<file path="src/rtl/memory_request_arbiter_if.sv">
// Requester-side and controller-side signal bundle for memory_request_arbiter.
// Handshake: a requester raises req_valid[i] and holds it with its command until
// req_grant[i] pulses. rsp_valid[i] later pulses once with rsp_rdata/rsp_error.
// Controller side: mem_read/mem_write stay high until mem_ready is seen.
interface memory_request_arbiter_if #(
  parameter int NUM_REQ = 4,
  parameter int ADDR_W  = 32,
  parameter int DATA_W  = 32
);
  logic [NUM_REQ-1:0]        req_valid;
  logic [NUM_REQ-1:0]        req_write;
  logic [NUM_REQ*ADDR_W-1:0] req_addr;
  logic [NUM_REQ*DATA_W-1:0] req_wdata;
  logic [NUM_REQ-1:0]        req_grant;
  logic [NUM_REQ-1:0]        rsp_valid;
  logic [DATA_W-1:0]         rsp_rdata;
  logic                      rsp_error;
  logic [ADDR_W-1:0]         mem_addr;
  logic [DATA_W-1:0]         write_data;
  logic                      mem_read;
  logic                      mem_write;
  logic                      mem_ready;
  logic [DATA_W-1:0]         read_data;

  modport slave (
    input  req_valid, req_write, req_addr, req_wdata, mem_ready, read_data,
    output req_grant, rsp_valid, rsp_rdata, rsp_error,
           mem_addr, write_data, mem_read, mem_write
  );

  modport master (
    output req_valid, req_write, req_addr, req_wdata, mem_ready, read_data,
    input  req_grant, rsp_valid, rsp_rdata, rsp_error,
           mem_addr, write_data, mem_read, mem_write
  );
endinterface

</file>
<file path="src/rtl/memory_request_arbiter.sv">
// Round-robin arbiter sharing one single-port memory controller between
// NUM_REQ requesters, with a watchdog that aborts stalled controller commands.
module memory_request_arbiter #(
  parameter int NUM_REQ = 4,
  parameter int ADDR_W  = 32,
  parameter int DATA_W  = 32,
  parameter int TIMEOUT = 15
) (
  input  logic                   clk,
  input  logic                   rst,
  memory_request_arbiter_if.slave bus,
  output logic                   busy,
  output logic [7:0]             timeout_count,
  output logic [1:0]             fsm_state
);
  localparam int ID_W = $clog2(NUM_REQ);

  typedef enum logic [1:0] {IDLE = 2'd0, ISSUE = 2'd1, RESP = 2'd2} state_t;

  state_t              state;
  logic [ID_W-1:0]     rr_ptr;
  logic [ID_W-1:0]     id_l;
  logic                we_l;
  logic [ADDR_W-1:0]   addr_l;
  logic [DATA_W-1:0]   wdata_l;
  logic [DATA_W-1:0]   rdata_r;
  logic                err_r;
  logic [NUM_REQ-1:0]  grant_r;
  logic [NUM_REQ-1:0]  rsp_r;
  logic [7:0]          wd_cnt;

  logic                found;
  logic [ID_W-1:0]     win;
  logic [ID_W-1:0]     idx;
  logic                sel_write;
  logic [ADDR_W-1:0]   sel_addr;
  logic [DATA_W-1:0]   sel_wdata;

  // Scan starts just after the last served requester, so it becomes lowest priority.
  always_comb begin
    found     = 1'b0;
    win       = '0;
    idx       = '0;
    sel_write = 1'b0;
    sel_addr  = '0;
    sel_wdata = '0;
    for (int k = 1; k <= NUM_REQ; k++) begin
      idx = ID_W'((int'(rr_ptr) + k) % NUM_REQ);
      if (!found && bus.req_valid[idx]) begin
        found = 1'b1;
        win   = idx;
      end
    end
    for (int i = 0; i < NUM_REQ; i++) begin
      if (ID_W'(i) == win) begin
        sel_write = bus.req_write[i];
        sel_addr  = bus.req_addr[i*ADDR_W +: ADDR_W];
        sel_wdata = bus.req_wdata[i*DATA_W +: DATA_W];
      end
    end
  end

  always_ff @(posedge clk or posedge rst) begin
    if (rst) begin
      state         <= IDLE;
      rr_ptr        <= ID_W'(NUM_REQ - 1);
      id_l          <= '0;
      we_l          <= 1'b0;
      addr_l        <= '0;
      wdata_l       <= '0;
      rdata_r       <= '0;
      err_r         <= 1'b0;
      grant_r       <= '0;
      rsp_r         <= '0;
      wd_cnt        <= '0;
      timeout_count <= '0;
    end else begin
      grant_r <= '0;
      rsp_r   <= '0;
      case (state)
        IDLE: begin
          if (found) begin
            id_l    <= win;
            we_l    <= sel_write;
            addr_l  <= sel_addr;
            wdata_l <= sel_wdata;
            grant_r <= NUM_REQ'(1) << win;
            wd_cnt  <= '0;
            state   <= ISSUE;
          end
        end
        ISSUE: begin
          // A completion on the watchdog's last cycle still counts as success.
          if (bus.mem_ready) begin
            if (!we_l) rdata_r <= bus.read_data;
            err_r <= 1'b0;
            rsp_r <= NUM_REQ'(1) << id_l;
            state <= RESP;
          end else if (wd_cnt + 8'd1 == 8'(TIMEOUT)) begin
            wd_cnt  <= wd_cnt + 8'd1;
            rdata_r <= '0;
            err_r   <= 1'b1;
            rsp_r   <= NUM_REQ'(1) << id_l;
            if (timeout_count != 8'hFF) timeout_count <= timeout_count + 8'd1;
            state   <= RESP;
          end else begin
            wd_cnt <= wd_cnt + 8'd1;
          end
        end
        RESP: begin
          rr_ptr <= id_l;
          state  <= IDLE;
        end
        default: state <= IDLE;
      endcase
    end
  end

  // Commands drop in the same cycle mem_ready is seen so the controller does not restart.
  assign bus.mem_read   = (state == ISSUE) && !we_l && !bus.mem_ready;
  assign bus.mem_write  = (state == ISSUE) &&  we_l && !bus.mem_ready;
  assign bus.mem_addr   = addr_l;
  assign bus.write_data = wdata_l;
  assign bus.req_grant  = grant_r;
  assign bus.rsp_valid  = rsp_r;
  assign bus.rsp_rdata  = rdata_r;
  assign bus.rsp_error  = err_r;
  assign busy           = (state != IDLE);
  assign fsm_state      = state;
endmodule

</file>
<file path="src/flat_wrapper.sv">
// flat-port wrapper written by rule: the top's interface ports become plain ports
module memory_request_arbiter_flat 
#(
  parameter int NUM_REQ = 4,
  parameter int ADDR_W  = 32,
  parameter int DATA_W  = 32,
  parameter int TIMEOUT = 15
)
  (clk, rst, busy, timeout_count, fsm_state, bus_req_valid, bus_req_write, bus_req_addr, bus_req_wdata, bus_mem_ready, bus_read_data, bus_req_grant, bus_rsp_valid, bus_rsp_rdata, bus_rsp_error, bus_mem_addr, bus_write_data, bus_mem_read, bus_mem_write);
  memory_request_arbiter_if #(.NUM_REQ(NUM_REQ), .ADDR_W(ADDR_W), .DATA_W(DATA_W)) bus_i ();
  input  logic clk;
  input  logic rst;
  output logic busy;
  output logic [7:0] timeout_count;
  output logic [1:0] fsm_state;
  input wire logic [$bits(bus_i.req_valid)-1:0] bus_req_valid;
  input wire logic [$bits(bus_i.req_write)-1:0] bus_req_write;
  input wire logic [$bits(bus_i.req_addr)-1:0] bus_req_addr;
  input wire logic [$bits(bus_i.req_wdata)-1:0] bus_req_wdata;
  input wire logic [$bits(bus_i.mem_ready)-1:0] bus_mem_ready;
  input wire logic [$bits(bus_i.read_data)-1:0] bus_read_data;
  output wire logic [$bits(bus_i.req_grant)-1:0] bus_req_grant;
  output wire logic [$bits(bus_i.rsp_valid)-1:0] bus_rsp_valid;
  output wire logic [$bits(bus_i.rsp_rdata)-1:0] bus_rsp_rdata;
  output wire logic [$bits(bus_i.rsp_error)-1:0] bus_rsp_error;
  output wire logic [$bits(bus_i.mem_addr)-1:0] bus_mem_addr;
  output wire logic [$bits(bus_i.write_data)-1:0] bus_write_data;
  output wire logic [$bits(bus_i.mem_read)-1:0] bus_mem_read;
  output wire logic [$bits(bus_i.mem_write)-1:0] bus_mem_write;
  assign bus_i.req_valid = bus_req_valid;
  assign bus_i.req_write = bus_req_write;
  assign bus_i.req_addr = bus_req_addr;
  assign bus_i.req_wdata = bus_req_wdata;
  assign bus_i.mem_ready = bus_mem_ready;
  assign bus_i.read_data = bus_read_data;
  assign bus_req_grant = bus_i.req_grant;
  assign bus_rsp_valid = bus_i.rsp_valid;
  assign bus_rsp_rdata = bus_i.rsp_rdata;
  assign bus_rsp_error = bus_i.rsp_error;
  assign bus_mem_addr = bus_i.mem_addr;
  assign bus_write_data = bus_i.write_data;
  assign bus_mem_read = bus_i.mem_read;
  assign bus_mem_write = bus_i.mem_write;
  memory_request_arbiter #(.NUM_REQ(NUM_REQ), .ADDR_W(ADDR_W), .DATA_W(DATA_W), .TIMEOUT(TIMEOUT)) u_core (.clk(clk), .rst(rst), .bus(bus_i), .busy(busy), .timeout_count(timeout_count), .fsm_state(fsm_state));
endmodule
</file>
<file path="config.mk">
export PLATFORM = sky130hd
export DESIGN_NAME = memory_request_arbiter_flat
export DESIGN_NICKNAME = d
export VERILOG_FILES = /design/src/rtl/memory_request_arbiter_if.sv /design/src/rtl/memory_request_arbiter.sv /design/src/flat_wrapper.sv
export SDC_FILE = /design/constraint.sdc
export NUM_CORES = 1
export LEC_CHECK = 0
export CORE_AREA = 2 2 160 162
export DETAILED_ROUTE_END_ITERATION = 6
export DIE_AREA = 0 0 162 164
export HOLD_SLACK_MARGIN = 0.15
export PLACE_DENSITY = 0.66
export SYNTH_ARGS = -nofsm -noshare
export SYNTH_HDL_FRONTEND = slang
export SYNTH_SLANG_ARGS = --single-unit
</file>
<file path="constraint.sdc">
create_clock -name clk -period 4.26 [get_ports clk]
set_input_delay 0.639 -clock clk [delete_from_list [all_inputs] [get_ports clk]]
set_output_delay 0.639 -clock clk [all_outputs]
set_load 0.01 [all_outputs]
</file>
==> metrics.txt, run 1 <==
Final HPWL DP=around 21,000 um; Detailed Route WL=29,000 um; leakage=4.87 nW; 1st-iter DRT viols=563; root buffer cell=clkbuf_16; vias=7,782; CTS Sinks=approximately 130; Worst Path Max Fanout=12; die area=0.0266 mm^2; Switching Fraction=39.3%; Max Slew Vio Count=0; Std-Cell Rows=58; Fin Clk Skew=around 0.012 ns; synth top area cells=dfrtp_1, nand2_1, o221ai_1, o21ai_0, o31ai_2; first-pass GRT wire length=44,000 um; Final Hold Fails=0; wire per inst=19.1 um; Design Area, Final=0.0122 mm^2; Syn. warnings=0; CP endpoint kind=output port; Max clock buf depth=2; Worst VDD drop=between 0.2 and 0.25 mV; FF+latch count, synth=about 130; worst endpoint data arrival time=2.29 ns; grt peak-use layer=met2; CTS tree=done; unrepaired setup endpoints after global routing=false; Skew-Pair Late Insertion Delay=0.41 ns; met3 GRT Util=under 10%; clock slew at reported path FFs=approximately 0.060 ns; share of the synthesized area in the top cell type=44.0%; Setup-failing EPs final=0; All-Layer GR Usage=21.3%; reg2reg path depth=6; gpl congestion=0.903; top cells by count, synth=nand2_1, dfrtp_1, nor2_1; GR Layer Usage met1=25.9%; Post-Syn Area per Cell=9.12 um^2; cell area power density=slightly above 600 mW/mm^2; Via density=5.14; Antenna Nets Post-Route=0; most common cell in the synthesized netlist=nand2_1; Layout area overhead=69.7%; setup repair bufs after CTS=0; post-synthesis cell type count=56; Core Area=~0.025 mm^2; setup TNS=0 ns; # DRC=0; sw power=~3.0 mW; largest net degree at the start of global routing=a little under 70; actual slew at the worst max-slew pin=0.980 ns; area post-placement=0.0115 mm^2; GR met2 Demand/Resource=roughly 36%; CTS hold repair buffers=0; H-tree levels=4; Synth Net Count=around 1,100; starting density of the core=between 20% and 30%; register area share after synthesis=between 40% and 50%; Gate power share=51.6%; worst setup path endpoint=bus_mem_read; HP Class=register to register; status=finished, final reports clean; Layout fillers=2,391; layout cell share with drive strength beyond 1=7.40%; Die Width=162 um; f_max=roughly 340 MHz; Congestion Overflow GR=0; Synth area leader=dfrtp_1; Post-Synthesis Cells=785; cell area after synthesis=0.00716 mm^2; flop-to-flop setup slack=1.72 ns; Clk network pwr share=20.0%; Top Ports=approximately 420; sequential share of power=roughly 28%; EDFF count, synth=0; Int Pwr=4.58 mW; ys async rst share=100%; antenna violations before repair=7; max_slew headroom=34.6%; Critical Path Start Type=input pin; dominant synthesized flop cell=dfrtp_1; Reg-to-Reg End=u_core.bus.rsp_rdata[22]; reg2reg start=u_core.wd_cnt[0]; fin util=approximately 49%; Die Y=roughly 160 um; crit path time final=approximately 2.9 ns; crit path kind=input pin to output port; period utilisation layout=between 60 and 70%; Inserted Clock Buffers=17; DR pass1 iterations=5; number of global-route vias before repair=7,887; Final nets=1,466; Critical Path Source=bus_mem_ready; Max Cap Viol=0; # port buffers=416; Critical Path RT=3.62 ns; # resized after CTS=0
-- flip-flops by register name (all words and copies together), names as in the netlist, 2 cells and up --
| register | cells |
|---|---|
| u_core.bus.mem_addr | 32 |
| u_core.bus.req_grant | 4 |
| u_core.bus.rsp_rdata | 32 |
| u_core.bus.rsp_valid | 4 |
| u_core.bus.write_data | 32 |
| u_core.fsm_state | 2 |
| u_core.id_l | 2 |
| u_core.rr_ptr | 2 |
| u_core.timeout_count | 8 |
| u_core.wd_cnt | 8 |
-- area by class of cell --
| class | instances | area [um^2] | share of cell area, % |
|---|---|---|---|
| sequential | 128 | 3210 | 26.4 |
| tap | 330 | 413 | 3.40 |
| multi-input combinational | 580 | 3600 | 29.6 |
| clock buffer | 18 | 439 | 3.61 |
| timing repair buffer | 431 | 4290 | 35.3 |
| inverter | 6 | 27.5 | 0.227 |
| clock inverter | 13 | 161 | 1.33 |
| antenna | 7 | 17.5 | 0.144 |
-- metrics by stage --
step,worst slack (ns),std cells,hold WS [ns],total power [mW]
after floorplan,0.212,785,0.473,4.20
after detailed placement,1.20,1475,0.466,6.08
after global routing,1.26,1513,0.507,8.08
after global placement,1.28,1475,0.463,6.01
final,1.33,1513,0.477,7.55
after CTS,1.33,1506,0.480,7.64
-- power groups by stage --
stage | clock, mW | combinational [mW] | sequential (mW)
2_1_floorplan | 0 | 1.91 | 2.29
3_3_place_gp | 0 | 3.87 | 2.14
3_5_place_dp | 0 | 3.93 | 2.16
4_1_cts | 1.56 | 3.94 | 2.14
5_1_grt | 1.61 | 4.24 | 2.22
6_report | 1.51 | 3.90 | 2.14
-- cells in the final DEF, fill, tap and decap left out, types with 4 or more instances in the layout --
| cell type | instances |
|---|---|
| o21ai_0 | 58 |
| a21oi_1 | 17 |
| nand2b_1 | 4 |
| clkinvlp_4 | 4 |
| nor2_1 | 68 |
| and2_1 | 5 |
| dfrtp_1 | 126 |
| o22ai_1 | 43 |
| o31ai_2 | 22 |
| xor2_1 | 8 |
| o31ai_1 | 20 |
| buf_4 | 14 |
| nand2_1 | 137 |
| a22oi_1 | 34 |
| nand3_1 | 18 |
| clkdlybuf4s50_1 | 416 |
| o221ai_1 | 41 |
| mux2i_1 | 20 |
| nor2b_1 | 4 |
| a221oi_1 | 6 |
| nor3_1 | 4 |
| a31oi_1 | 10 |
| clkbuf_16 | 17 |
| inv_1 | 4 |
| a222oi_1 | 7 |
| diode_2 | 7 |
-- how the worst min path moves through the flow --
stage | from | to | slack, ns | depth (start not counted)
after detailed placement | u_core.bus.write_data[1] | u_core.bus.write_data[1] | 0.47 | 2
after global placement | u_core.bus.write_data[1] | u_core.bus.write_data[1] | 0.46 | 2
after CTS | u_core.bus.write_data[1] | u_core.bus.write_data[1] | 0.48 | 2
final | u_core.bus.write_data[1] | u_core.bus.write_data[1] | 0.48 | 2
after floorplan | u_core.id_l[0] | u_core.bus.rsp_valid[0] | 0.47 | 1
after global routing | u_core.bus.mem_addr[2] | u_core.bus.mem_addr[2] | 0.51 | 2
-- per-layer routing --
metal	routed length, um	vias to the layer above
met1	11600	3710
met3	2110	41
met4	856	0
met5	0	-
met2	14400	341
li1	-	3690
-- kinds of logic after synthesis --
| logic type | Yosys count | synth area share (%) |
|---|---|---|
| AOI/OAI and AO/OA | 276 | 28.6 |
| xor gates and xnor gates | 11 | 1.35 |
| adders and majority gates | 3 | 0.524 |
| buffers and inverters | 77 | 5.21 |
| DFF | 128 | 44.8 |
| muxes | 23 | 3.27 |
| and+or+nand+nor | 267 | 16.3 |
-- critical path: stages --
cell	delay [ns]
clkdlybuf4s50_1	0.56
clkinv_1	0.13
nand2_1	0.35
nor2_1	0.09
clkdlybuf4s50_1	0.52
Power figures use the tool's default switching activity.
==> run 2, diff against run 1 <==
- CORE_AREA: 2 2 160 162 -> 2 2 161 163
- DIE_AREA: 0 0 162 164 -> 0 0 163 165
- PLACE_DENSITY: 0.66 -> not set
- clock period: 4.26 -> 3 ns (I/O delays scaled with it)
==> metrics.txt, run 2 (same netlist as run 1, synthesis figures left out) <==
status=finished, final reports clean; antenna violations before repair=5; cell area power density=887 mW/mm^2; DR pass1 iterations=5; flop-to-flop setup slack=around 0.65 ns; Top Ports=between 400 and 500; Worst Path Max Fanout=9; Design Area, Final=0.0123 mm^2; setup TNS=0 ns; number of global-route vias before repair=7,745; HP Class=register to register; Critical Path RT=2.55 ns; starting density of the core=28.6%; Critical Path Start Type=register; Max Slew Vio Count=0; setup repair bufs after CTS=0; Detailed Route WL=29,800 um; max_slew headroom=34.5%; largest net degree at the start of global routing=74; crit path cell chain=nor2b_1 -> nand2_1 -> nor2_1 -> clkdlybuf4s50_1; f_max=376 MHz; All-Layer GR Usage=21.7%; vias=7,813; Worst VDD drop=0.334 mV; leakage=4.95 nW; crit path time final=~2.7 ns; reg2reg path depth=5; # resized after CTS=0; commonest non-fill, non-tap cell in the layout=clkdlybuf4s50_1; Final Non-Filler Cells=1,520; Final Hold Fails=0; area of the multi-input gates=about 0.0036 mm^2; Die Y=165 um; layout cell share with drive strength beyond 1=8.02%; commonest cells after routing, fill and taps aside=clkdlybuf4s50_1, nand2_1, dfrtp_1; storage element area=0.00321 mm^2; Core Area=0.0250 mm^2; clock slew at reported path FFs=0.06 ns; wire per inst=approximately 20 um; actual slew at the worst max-slew pin=0.983 ns; first-pass GRT wire length=44,800 um; worst stage delay on the critical path=around 0.62 ns; placed cell count=~1,500; Max clock buf depth=2; hold path depth=2; Skew-Pair Late Insertion Delay=0.43 ns; Max Cap Viol=0; CP max stage cell=clkdlybuf4s50_1; crit path kind=register to output port; area post-placement=approximately 0.012 mm^2; hold path start=u_core.bus.write_data[28]; Via density=5.14; fin util=49.1%; CP endpoint kind=output port; Fin Hold WS=0.481 ns; # port buffers=around 420; pre-CTS WS=0.320 ns; CTS tree=done; Clk network pwr share=19.6%; Gate power share=52.6%; period utilisation layout=around 89%; Final WS setup=0.341 ns; Reg-to-Reg End=u_core.bus.rsp_valid[2]; Setup-failing EPs final=0; sw power=roughly 4.3 mW; sequential share of power=27.8%; H-tree levels=4; Std-Cell Rows=58; gpl congestion=0.847; unrepaired setup endpoints after global routing=false; CTS Sinks=128; Design Power=roughly 11 mW; Antenna Nets Post-Route=0; WHS Endpoint=u_core.bus.write_data[28]; # DRC=0; Layout area overhead=71.7%; die area=0.0269 mm^2; Switching Fraction=39.8%; Final HPWL DP=around 22,000 um; Fin Clk Skew=approximately 0.017 ns; Congestion Overflow GR=0; Final nets=~1,500; Layout fillers=~2,400; Int Pwr=6.58 mW; 1st-iter DRT viols=581; CTS hold repair buffers=0; Inserted Clock Buffers=17; worst endpoint data arrival time=2.21 ns; Die Width=163 um; reg2reg start=u_core.wd_cnt[0]; root buffer cell=clkbuf_16
==> run 2: cell count changes in the layout (fill, tap and decap cells not counted), sizes merged <==
cell and change:
clkbuf +1, bufinv -1, inv +2, buf +8
diode -2, clkinv -1
==> run 2: power groups by stage <==
stage | logic (mW) | clock network [mW] | registers (mW)
6_report | 5.74 | 2.14 | 3.03
5_1_grt | 6.24 | 2.27 | 3.13
4_1_cts | 5.81 | 2.19 | 3.03
3_5_place_dp | 5.79 | 0 | 3.06
3_3_place_gp | 5.73 | 0 | 3.02
2_1_floorplan | 2.71 | 0 | 3.25
==> run 2: how the worst max path moves through the flow <==
stage / from / to / slack, ns / depth (start not counted)
after CTS: u_core.fsm_state[0] / bus_mem_read / 0.30 / 4
final: u_core.fsm_state[0] / bus_mem_read / 0.34 / 4
after detailed placement: bus_req_valid[3] / u_core.bus.write_data[22] / 0.32 / 7
after global placement: bus_req_valid[3] / u_core.bus.write_data[2] / 0.39 / 7
after floorplan: rst / u_core.bus.mem_addr[0] / 0.97 / 1
after global routing: u_core.fsm_state[0] / bus_mem_read / 0.20 / 4
==> run 2: routing by layer <==
layer / vias to the layer above / global-route usage [%] / share of wire [%]
met1: 3708 / 26.3 / 40
met2: 346 / 35.5 / 49
li1: 3713 / - / -
met4: 0 / 9.41 / 3.4
met3: 46 / 6.76 / 8.3
met5: - / 0 / 0
==> run 2: final cells by class <==
type / count / share of cell area [%]
clock inverters: 13 / 1.23
inverters: 6 / 0.214
clock buffers: 19 / 3.60
repair buffers: 439 / 36.2
multi-input cells: 580 / 29.3
diodes: 5 / 0.102
flip-flops and latches: 128 / 26.1
well taps: 330 / 3.36
==> run 2: critical path, delay by kind of cell (launching register included) <==
kind | cells | cell delay, ns
simple gates | 3 | 0.78
buf+inv | 1 | 0.62
flops | 1 | 0.39
